## src/rtl/lib_intr.sv

```systemverilog
// Shared types and helpers for the interrupt scheduler.
package lib_intr;

    localparam int unsigned N_SRC_MAX   = 8;
    localparam int unsigned CAUSE_W_MAX = 3;

    typedef enum logic [1:0] {
        IDLE    = 2'd0,
        REQ     = 2'd1,
        SERVICE = 2'd2
    } INTR_STATE;

    // Fixed priority: lowest set index wins; returns 0 when nothing is set.
    function automatic logic [CAUSE_W_MAX-1:0] fn_prio_sel(input logic [N_SRC_MAX-1:0] pending);
        logic [CAUSE_W_MAX-1:0] sel;
        sel = '0;
        for (int i = N_SRC_MAX - 1; i >= 0; i--) begin
            if (pending[i]) begin
                sel = CAUSE_W_MAX'(i);
            end
        end
        return sel;
    endfunction

endpackage

```

## src/rtl/intr_edge_latch.sv

```systemverilog
// Per-source rising-edge detector with a sticky pending bit.
module intr_edge_latch (
    input  logic clk,
    input  logic rst_n,
    input  logic irq_i,
    input  logic clr_i,
    output logic pending_o
);

    logic irq_q;
    logic pend_q;
    logic pend_d;
    logic rise;

    // A new edge must never be lost, so set beats a coincident clear.
    always_comb begin
        rise   = irq_i & ~irq_q;
        pend_d = rise | (pend_q & ~clr_i);
    end

    // Previous irq level and pending bit; irq_q clears so a held source re-fires after reset.
    always_ff @(posedge clk or negedge rst_n) begin
        if (!rst_n) begin
            irq_q  <= 1'b0;
            pend_q <= 1'b0;
        end else begin
            irq_q  <= irq_i;
            pend_q <= pend_d;
        end
    end

    assign pending_o = pend_q;

endmodule

```

## src/rtl/intr_sched.sv

```systemverilog
// Interrupt scheduler: latches source edges, picks one by fixed priority,
// requests an injected ICALL and tracks it until software acknowledges.
module intr_sched
    import lib_intr::*;
#(
    parameter int unsigned N_SRC   = 2,
    parameter int unsigned CAUSE_W = 3
) (
    input  logic               clk,
    input  logic               rst_n,
    input  logic [N_SRC-1:0]   irq,
    input  logic               intr_en,
    input  logic               insn_bound,
    input  logic               icall_take,
    input  logic               ack,
    output logic               icall_req,
    output logic [CAUSE_W-1:0] cause,
    output logic [N_SRC-1:0]   pending,
    output logic               busy
);

    INTR_STATE              state_q;
    INTR_STATE              state_d;
    logic [CAUSE_W-1:0]     cause_q;
    logic [CAUSE_W-1:0]     cause_d;
    logic                   icall_req_q;
    logic                   icall_req_d;
    logic [N_SRC-1:0]       pend_vec;
    logic [N_SRC-1:0]       clr_vec;
    logic [N_SRC_MAX-1:0]   pend_ext;
    logic [CAUSE_W_MAX-1:0] sel;

    // One edge latch per source; only the in-service source is cleared, on ack.
    for (genvar i = 0; i < N_SRC; i++) begin : g_src
        assign clr_vec[i] = (state_q == SERVICE) && ack && (cause_q == CAUSE_W'(i));

        intr_edge_latch u_latch (
            .clk       (clk),
            .rst_n     (rst_n),
            .irq_i     (irq[i]),
            .clr_i     (clr_vec[i]),
            .pending_o (pend_vec[i])
        );
    end

    // Widen pending to the helper's fixed width and pick the winner.
    always_comb begin
        pend_ext             = '0;
        pend_ext[N_SRC-1:0]  = pend_vec;
        sel                  = fn_prio_sel(pend_ext);
    end

    // Next-state, cause capture and request decode.
    always_comb begin
        state_d     = state_q;
        cause_d     = cause_q;
        icall_req_d = 1'b0;
        unique case (state_q)
            IDLE: begin
                if ((|pend_vec) && intr_en && insn_bound) begin
                    state_d = REQ;
                    cause_d = CAUSE_W'(sel);
                end
            end
            REQ: begin
                if (icall_take) begin
                    state_d = SERVICE;
                end else if (!intr_en) begin
                    state_d = IDLE;
                end
            end
            SERVICE: begin
                if (ack) begin
                    state_d = IDLE;
                end
            end
            default: state_d = IDLE;
        endcase
        icall_req_d = (state_d == REQ);
    end

    // State, cause and request registers.
    always_ff @(posedge clk or negedge rst_n) begin
        if (!rst_n) begin
            state_q     <= IDLE;
            cause_q     <= '0;
            icall_req_q <= 1'b0;
        end else begin
            state_q     <= state_d;
            cause_q     <= cause_d;
            icall_req_q <= icall_req_d;
        end
    end

    assign icall_req = icall_req_q;
    assign cause     = cause_q;
    assign pending   = pend_vec;
    assign busy      = (state_q != IDLE);

endmodule

```

## config.mk

```make
export PLATFORM = sky130hd
export DESIGN_NAME = intr_sched
export DESIGN_NICKNAME = d
export VERILOG_FILES = /design/src/rtl/lib_intr.sv /design/src/rtl/intr_edge_latch.sv /design/src/rtl/intr_sched.sv
export SDC_FILE = /design/constraint.sdc
export NUM_CORES = 1
export LEC_CHECK = 0
export CAP_MARGIN = 10
export CORE_AREA = 4 4 41 43
export CTS_BUF_LIST = sky130_fd_sc_hd__clkbuf_2
export CTS_CLUSTER_DIAMETER = 100
export DETAILED_ROUTE_END_ITERATION = 6
export DIE_AREA = 0 0 45 47
export PLACE_DENSITY_LB_ADDON = 0.25
export SETUP_SLACK_MARGIN = 0.1
export SYNTH_ARGS = -nofsm -noshare
export SYNTH_HDL_FRONTEND = slang
export SYNTH_SLANG_ARGS = --single-unit
```

## constraint.sdc

```tcl
create_clock -name clk -period 1.3 [get_ports clk]
set_input_delay 0.39 -clock clk [delete_from_list [all_inputs] [get_ports clk]]
set_output_delay 0.39 -clock clk [all_outputs]
set_load 0.01 [all_outputs]
```

==> results of run 1 <==
sequential cells by signal (all words and copies together) (netlist names):
name / count
icall_req: 1
g_src.u_latch.irq_q: 2
g_src.u_latch.pending_o: 2
state_q: 2
cause: 1
per-stage QoR:
stage / TNS, ps / std cells / hold WS, ps / util [%] / worst slack (ps)
6_report: -43.4 / 65 / 406 / 40.0 / -43.4
5_1_grt: -124 / 65 / 435 / 40.0 / -124
4_1_cts: -74.0 / 66 / 410 / 39.5 / -74.0
3_5_place_dp: -547 / 62 / 399 / 38.9 / -152
3_3_place_gp: -586 / 62 / 396 / 38.9 / -219
2_1_floorplan: 0 / 33 / 94.4 / - / 239
worst register-to-register path: cells and delay by family (launching register included):
kind,cells,cell delay (ps)
simple gates,1,330
flops,1,380
buf+inv,1,150
compound gates,2,170
synth_stat cells (all sizes together):
| cell | number | area, um^2 |
|---|---|---|
| and4bb | 1 | 12.5 |
| mux2 | 1 | 11.3 |
| a21oi | 2 | 10.0 |
| nand2b | 1 | 6.26 |
| inv | 3 | 11.3 |
| nor3b | 2 | 15.0 |
| o21ai | 5 | 25.0 |
| or2 | 1 | 6.26 |
| conb | 1 | 3.75 |
| nand2 | 1 | 3.75 |
| nand3b | 1 | 7.51 |
| dfrtp | 8 | 200 |
| o22ai | 1 | 6.26 |
| buf | 4 | 30.0 |
how the worst max path moves through the flow:
stage / start / endpoint / slack (ps) / cells past startpoint
global placement: insn_bound / icall_req / -220 / 4
floorplan: state_q[1] / busy / 240 / 1
global route: state_q[1] / busy / -120 / 2
detailed placement: insn_bound / state_q[0] / -150 / 4
finish: state_q[1] / busy / -40 / 2
CTS: state_q[0] / busy / -70 / 2
cell families (layout without fill, tap and decap cells):
logic type / after synthesis / in the layout / synth area share [%]
other: 1 / 2 / 1.07
muxes: 1 / 1 / 3.23
buffers and inverters: 7 / 24 / 11.8
DFF: 8 / 8 / 57.3
and+or+nand+nor: 7 / 7 / 14.7
AOI/OAI and AO/OA: 8 / 8 / 11.8
what timing repair did:
| item | 4_1_cts | 5_1_grt |
|---|---|---|
| pin swaps | 2 | 4 |
| buffers inserted | 1 | 0 |
| cloned | 0 | 0 |
| endpoints found under the setup margin | 6 | 5 |
| gates resized for setup | 22 | 4 |
layout make-up:
class	count	area share (%)
inverters	3	2.16
flip-flops and latches	8	38.5
repair buffers	18	27.4
multi-input cells	18	25.5
clock buffers	3	2.88
well taps	15	3.61
power groups by stage:
| stage | Sequential (mW) | Combinational, mW | Clock, mW |
|---|---|---|---|
| after detailed placement | 0.296 | 0.194 | 0 |
| after global routing | 0.294 | 0.202 | 0.172 |
| final | 0.290 | 0.185 | 0.140 |
| after floorplan | 0.311 | 0.0672 | 0 |
| after global placement | 0.295 | 0.192 | 0 |
| after CTS | 0.290 | 0.178 | 0.157 |
per-layer routing:
metal	track usage [%]	part of all wire, %	vias to the layer above
met3	2.68	7.4	2
met4	7.02	2.3	0
met2	11.9	49	12
li1	-	-	138
met5	0	0	-
met1	9.11	41	127
==> flow_summary.json, run 1 <==
{
  "fill_cells": 139,
  "cts_tree": "built",
  "register_area_um2": 200,
  "track_usage_pct": 7.97,
  "p_comb_share_pct": 30.1,
  "ys.warnings.count": 0,
  "max_stage_delay_ps": 380,
  "final_area_um2": 520,
  "cts_hold_buf": 0,
  "die_h_um": 47,
  "vias": 279,
  "hpwl_um": 567,
  "period_minus_slack_ps": 1340,
  "diodes": 0,
  "final_common_cell": "dfrtp_1",
  "layout-drive-gt1-share_pct": 38.0,
  "drt_iter0_markers": 0,
  "power_uw": 615,
  "die_area_mm2": 0.00212,
  "antenna_found_initial": 0,
  "layout.nets": 60,
  "crit_type": "flip-flop to output port",
  "remaining_drc_errors": 0,
  "clk_latency_ps": 220,
  "cap_violations": 0,
  "coreArea_mm2": 0.00130,
  "cp_max_fo": 2,
  "via_per_inst": 4.29,
  "cp-end-kind": "output port",
  "ys_ff_latch": 8,
  "worst_r2r_path_depth": 4,
  "p_leak_nw": 0.251,
  "ir_drop_uv": 530,
  "regToRegEndpoint": "cause[0]",
  "whs_path_depth": 1,
  "p_sw_uw": 176,
  "r2r_start": "state_q[0]",
  "clockBufferDepth": 2,
  "p_per_area_mw_per_mm2": 1180,
  "syn-cell-area_um2": 349,
  "finalCritPeriodShare_pct": 103,
  "worst_path_max_delay_cell": "dfrtp_1",
  "syn-instance-count": 32,
  "initial_core_util_pct": 26.8,
  "fin_skew_ps": 2.23,
  "setup_ws_ps": -43.4,
  "drt_wl_total_um": 744,
  "syn2layout_area_growth_pct": 49.1,
  "setup_violations": 1,
  "routedWlPerCell_um": 11.4,
  "min_to": "g_src[1].u_latch.pending_o",
  "p_clk_share_pct": 22.8,
  "root_buffer": "clkbuf_2",
  "hold_class": "flip-flop to flip-flop",
  "avgSynthCellArea_um2": 10.9,
  "crit_chain": "or2_1, buf_2",
  "multi_input_area_um2": 133,
  "cp_num_buf_inv": 1,
  "cp.required_ps": 910,
  "ys_seq_area_share_pct": 57.3,
  "portBuffers": 12,
  "dr.pass1.iters": 1,
  "grt_overflow": 0,
  "ant_nets": 0,
  "fmax_mhz": 744,
  "finalMaxSlewViolations": 0,
  "outcome": "complete, but fails checks",
  "seqPwrFrac_pct": 47.1,
  "cpLargestDelayFamily": "flip-flops",
  "die_x_um": 45,
  "worst-r2r-setup-slack_ps": 200,
  "rsz0062_at_grt": "true",
  "cp-start-kind": "flip-flop",
  "h-tree-depth": 1,
  "worst_ep_arrival_time_ps": 950,
  "hold_start": "g_src[1].u_latch.irq_q",
  "cts_num_sinks": 8,
  "placementRows": 13,
  "violations": "negative setup slack",
  "clk_pin_slew_worst_paths_ps": 70,
  "numCtsBuffers": 3,
  "place_congestion": 0.640,
  "final_cell_mix": "dfrtp_1 (8), clkdlybuf4s50_1 (6), buf_4 (6), o21ai_1 (5), buf_2 (5)",
  "ios": 15,
  "finalHoldViolCount": 0,
  "intPower_uw": 440,
  "swShare_pct": 28.5,
  "grt_pass1_wl_um": 1170,
  "post_dp_cell_area_um2": 507,
  "ys_types": 14,
  "grt_max_degree": 9,
  "grt_pass1_vias": 307
}
No activity file was read; power rests on OpenSTA's default activity.
==> run 2: changes to the inputs <==
- GPL_TIMING_DRIVEN: not set -> 0
- clock period: 1.3 -> 1.2 ns (I/O delays scaled with it)
==> run 2 against run 1 <==
Net effect: the flow still finishes with violations (negative setup slack); via count up 1.4%; die area unchanged; clock-buffer cell count did not move; final area grew 7.2%; clock power is 9% higher; global-route usage down 0.31 points; critical path type unchanged; largest cell class unchanged; largest power group unchanged; highest routed layer is now met3.
==> flow_summary.json, run 2 (same netlist as run 1, synthesis figures left out) <==
{
  "outcome": "complete, but fails checks",
  "violations": "negative setup slack",
  "p_per_area_mw_per_mm2": 1250,
  "layout.nets": 63,
  "p_leak_nw": 0.272,
  "stdcell_count": 68,
  "fill_cells": 145,
  "worst-r2r-setup-slack_ps": 120,
  "cap_violations": 0,
  "root_buffer": "clkbuf_2",
  "die_h_um": 47,
  "finalHoldViolCount": 0,
  "grt_overflow": 0,
  "cp-end-kind": "output port",
  "ios": 15,
  "hold_class": "primary input to async pin",
  "initial_core_util_pct": 26.8,
  "cp.required_ps": 840,
  "cp-start-kind": "flip-flop",
  "clk_latency_ps": 220,
  "p_sw_uw": 193,
  "fmax_mhz": 767,
  "via_per_inst": 4.16,
  "h-tree-depth": 1,
  "final_cell_mix": "dfrtp_1 (8), buf_4 (6), buf_6 (5), clkdlybuf4s50_1 (5), o21ai_1 (4)",
  "vias": 283,
  "final_common_cell": "dfrtp_1",
  "routedWlPerCell_um": 10.4,
  "seqPwrFrac_pct": 45.6,
  "placementRows": 13,
  "r2r_start": "state_q[0]",
  "drt_wl_total_um": 709,
  "regToRegEndpoint": "icall_req",
  "syn2layout_area_growth_pct": 59.9,
  "setup-tns-final_ps": -165,
  "die_x_um": 45,
  "grt_pass1_wl_um": 1110,
  "track_usage_pct": 7.67,
  "ir_drop_uv": 473,
  "fin_skew_ps": 2.12,
  "cts_num_sinks": 8,
  "p_comb_share_pct": 32.7,
  "crit_type": "flip-flop to output port",
  "finalCritPeriodShare_pct": 109,
  "dr.pass1.iters": 2,
  "finalMaxSlewViolations": 0,
  "coreArea_mm2": 0.00130,
  "cts_tree": "built",
  "worst_r2r_path_depth": 3,
  "clockBufferDepth": 2,
  "setup_violations": 3,
  "swShare_pct": 27.6,
  "intPower_uw": 507,
  "p_clk_share_pct": 21.7,
  "cp_max_fo": 2,
  "period_minus_slack_ps": 1300,
  "setup_ws_ps": -104,
  "numCtsBuffers": 3,
  "worst_ep_arrival_time_ps": 940,
  "place_congestion": 0.598,
  "power_uw": 700,
  "grt_pass1_vias": 271,
  "diodes": 0,
  "grt_max_degree": 9,
  "dp.cells": 60,
  "clk_pin_slew_worst_paths_ps": 70,
  "layout-drive-gt1-share_pct": 39.6,
  "die_area_mm2": 0.00212,
  "ant_nets": 0,
  "drt_iter0_markers": 1,
  "antenna_found_initial": 0,
  "remaining_drc_errors": 0,
  "portBuffers": 12,
  "rsz0062_at_grt": "true"
}
[run 2: changes by cell type in the layout (fill, tap and decap cells not counted), sizes merged]
| cell | previous run | this run |
|---|---|---|
| buf | 11 | 14 |
| dlygate4sd2 | 0 | 2 |
| clkdlybuf4s50 | 6 | 5 |
| dlymetal6s2s | 1 | 0 |
[run 2: critical path, cell delays in order, from the launching register on]
cell and delay, ps:
dfrtp_1 370, or2_1 210, buf_2 140
[run 2: worst max path at each step]
stage	startpoint	endpoint	slack, ps
after floorplan	state_q[1]	busy	170
after global placement	state_q[1]	busy	-290
after detailed placement	state_q[1]	busy	-300
after CTS	state_q[0]	busy	-130
after global routing	state_q[0]	busy	-170
final	state_q[0]	busy	-100
[run 2: final cells by class]
class	count	area (um^2)	area share [%]
Buffer	4	37.5	6.73
Clock buffer	3	15.0	2.69
Inverter	3	11.3	2.02
Multi-Input combinational cell	18	129	23.1
Sequential cell	8	200	35.9
Tap cell	15	18.8	3.36
Timing Repair Buffer	17	146	26.2
[run 2: power by group through the flow]
| stage | Combinational, mW | Clock (mW) | Sequential (mW) |
|---|---|---|---|
| after floorplan | 0.0728 | 0 | 0.337 |
| after global placement | 0.170 | 0 | 0.335 |
| after detailed placement | 0.170 | 0 | 0.335 |
| after CTS | 0.207 | 0.163 | 0.318 |
| after global routing | 0.251 | 0.179 | 0.322 |
| final | 0.229 | 0.152 | 0.319 |
[run 2: metal layers]
layer | wire (um) | GRT usage (%) | vias to the layer above
li1 | - | - | 145
met1 | 295 | 9.15 | 128
met2 | 347 | 11.6 | 10
met3 | 66 | 2.68 | 0
met4 | 0 | 5.26 | 0
met5 | 0 | 0 | -
[run 2: timing repair]
| item | CTS | global route |
|---|---|---|
| hold buffers | 0 | 0 |
| gates resized for setup | 28 | 3 |
| pin swaps | 3 | 1 |
| setup endpoints to repair | 8 | 8 |
| buffers inserted | 4 | 1 |
[run 2: through the flow]
stage          setup slack, ps  utilization [%]  hold WS [ps]  cell area, um^2
2_1_floorplan              169                -          64.4              353
3_3_place_gp              -291             37.8           394              492
3_5_place_dp              -296             37.8           398              492
4_1_cts                   -130             41.3           389              538
5_1_grt                   -173             42.9           398              558
6_report                  -104             42.9           402              558
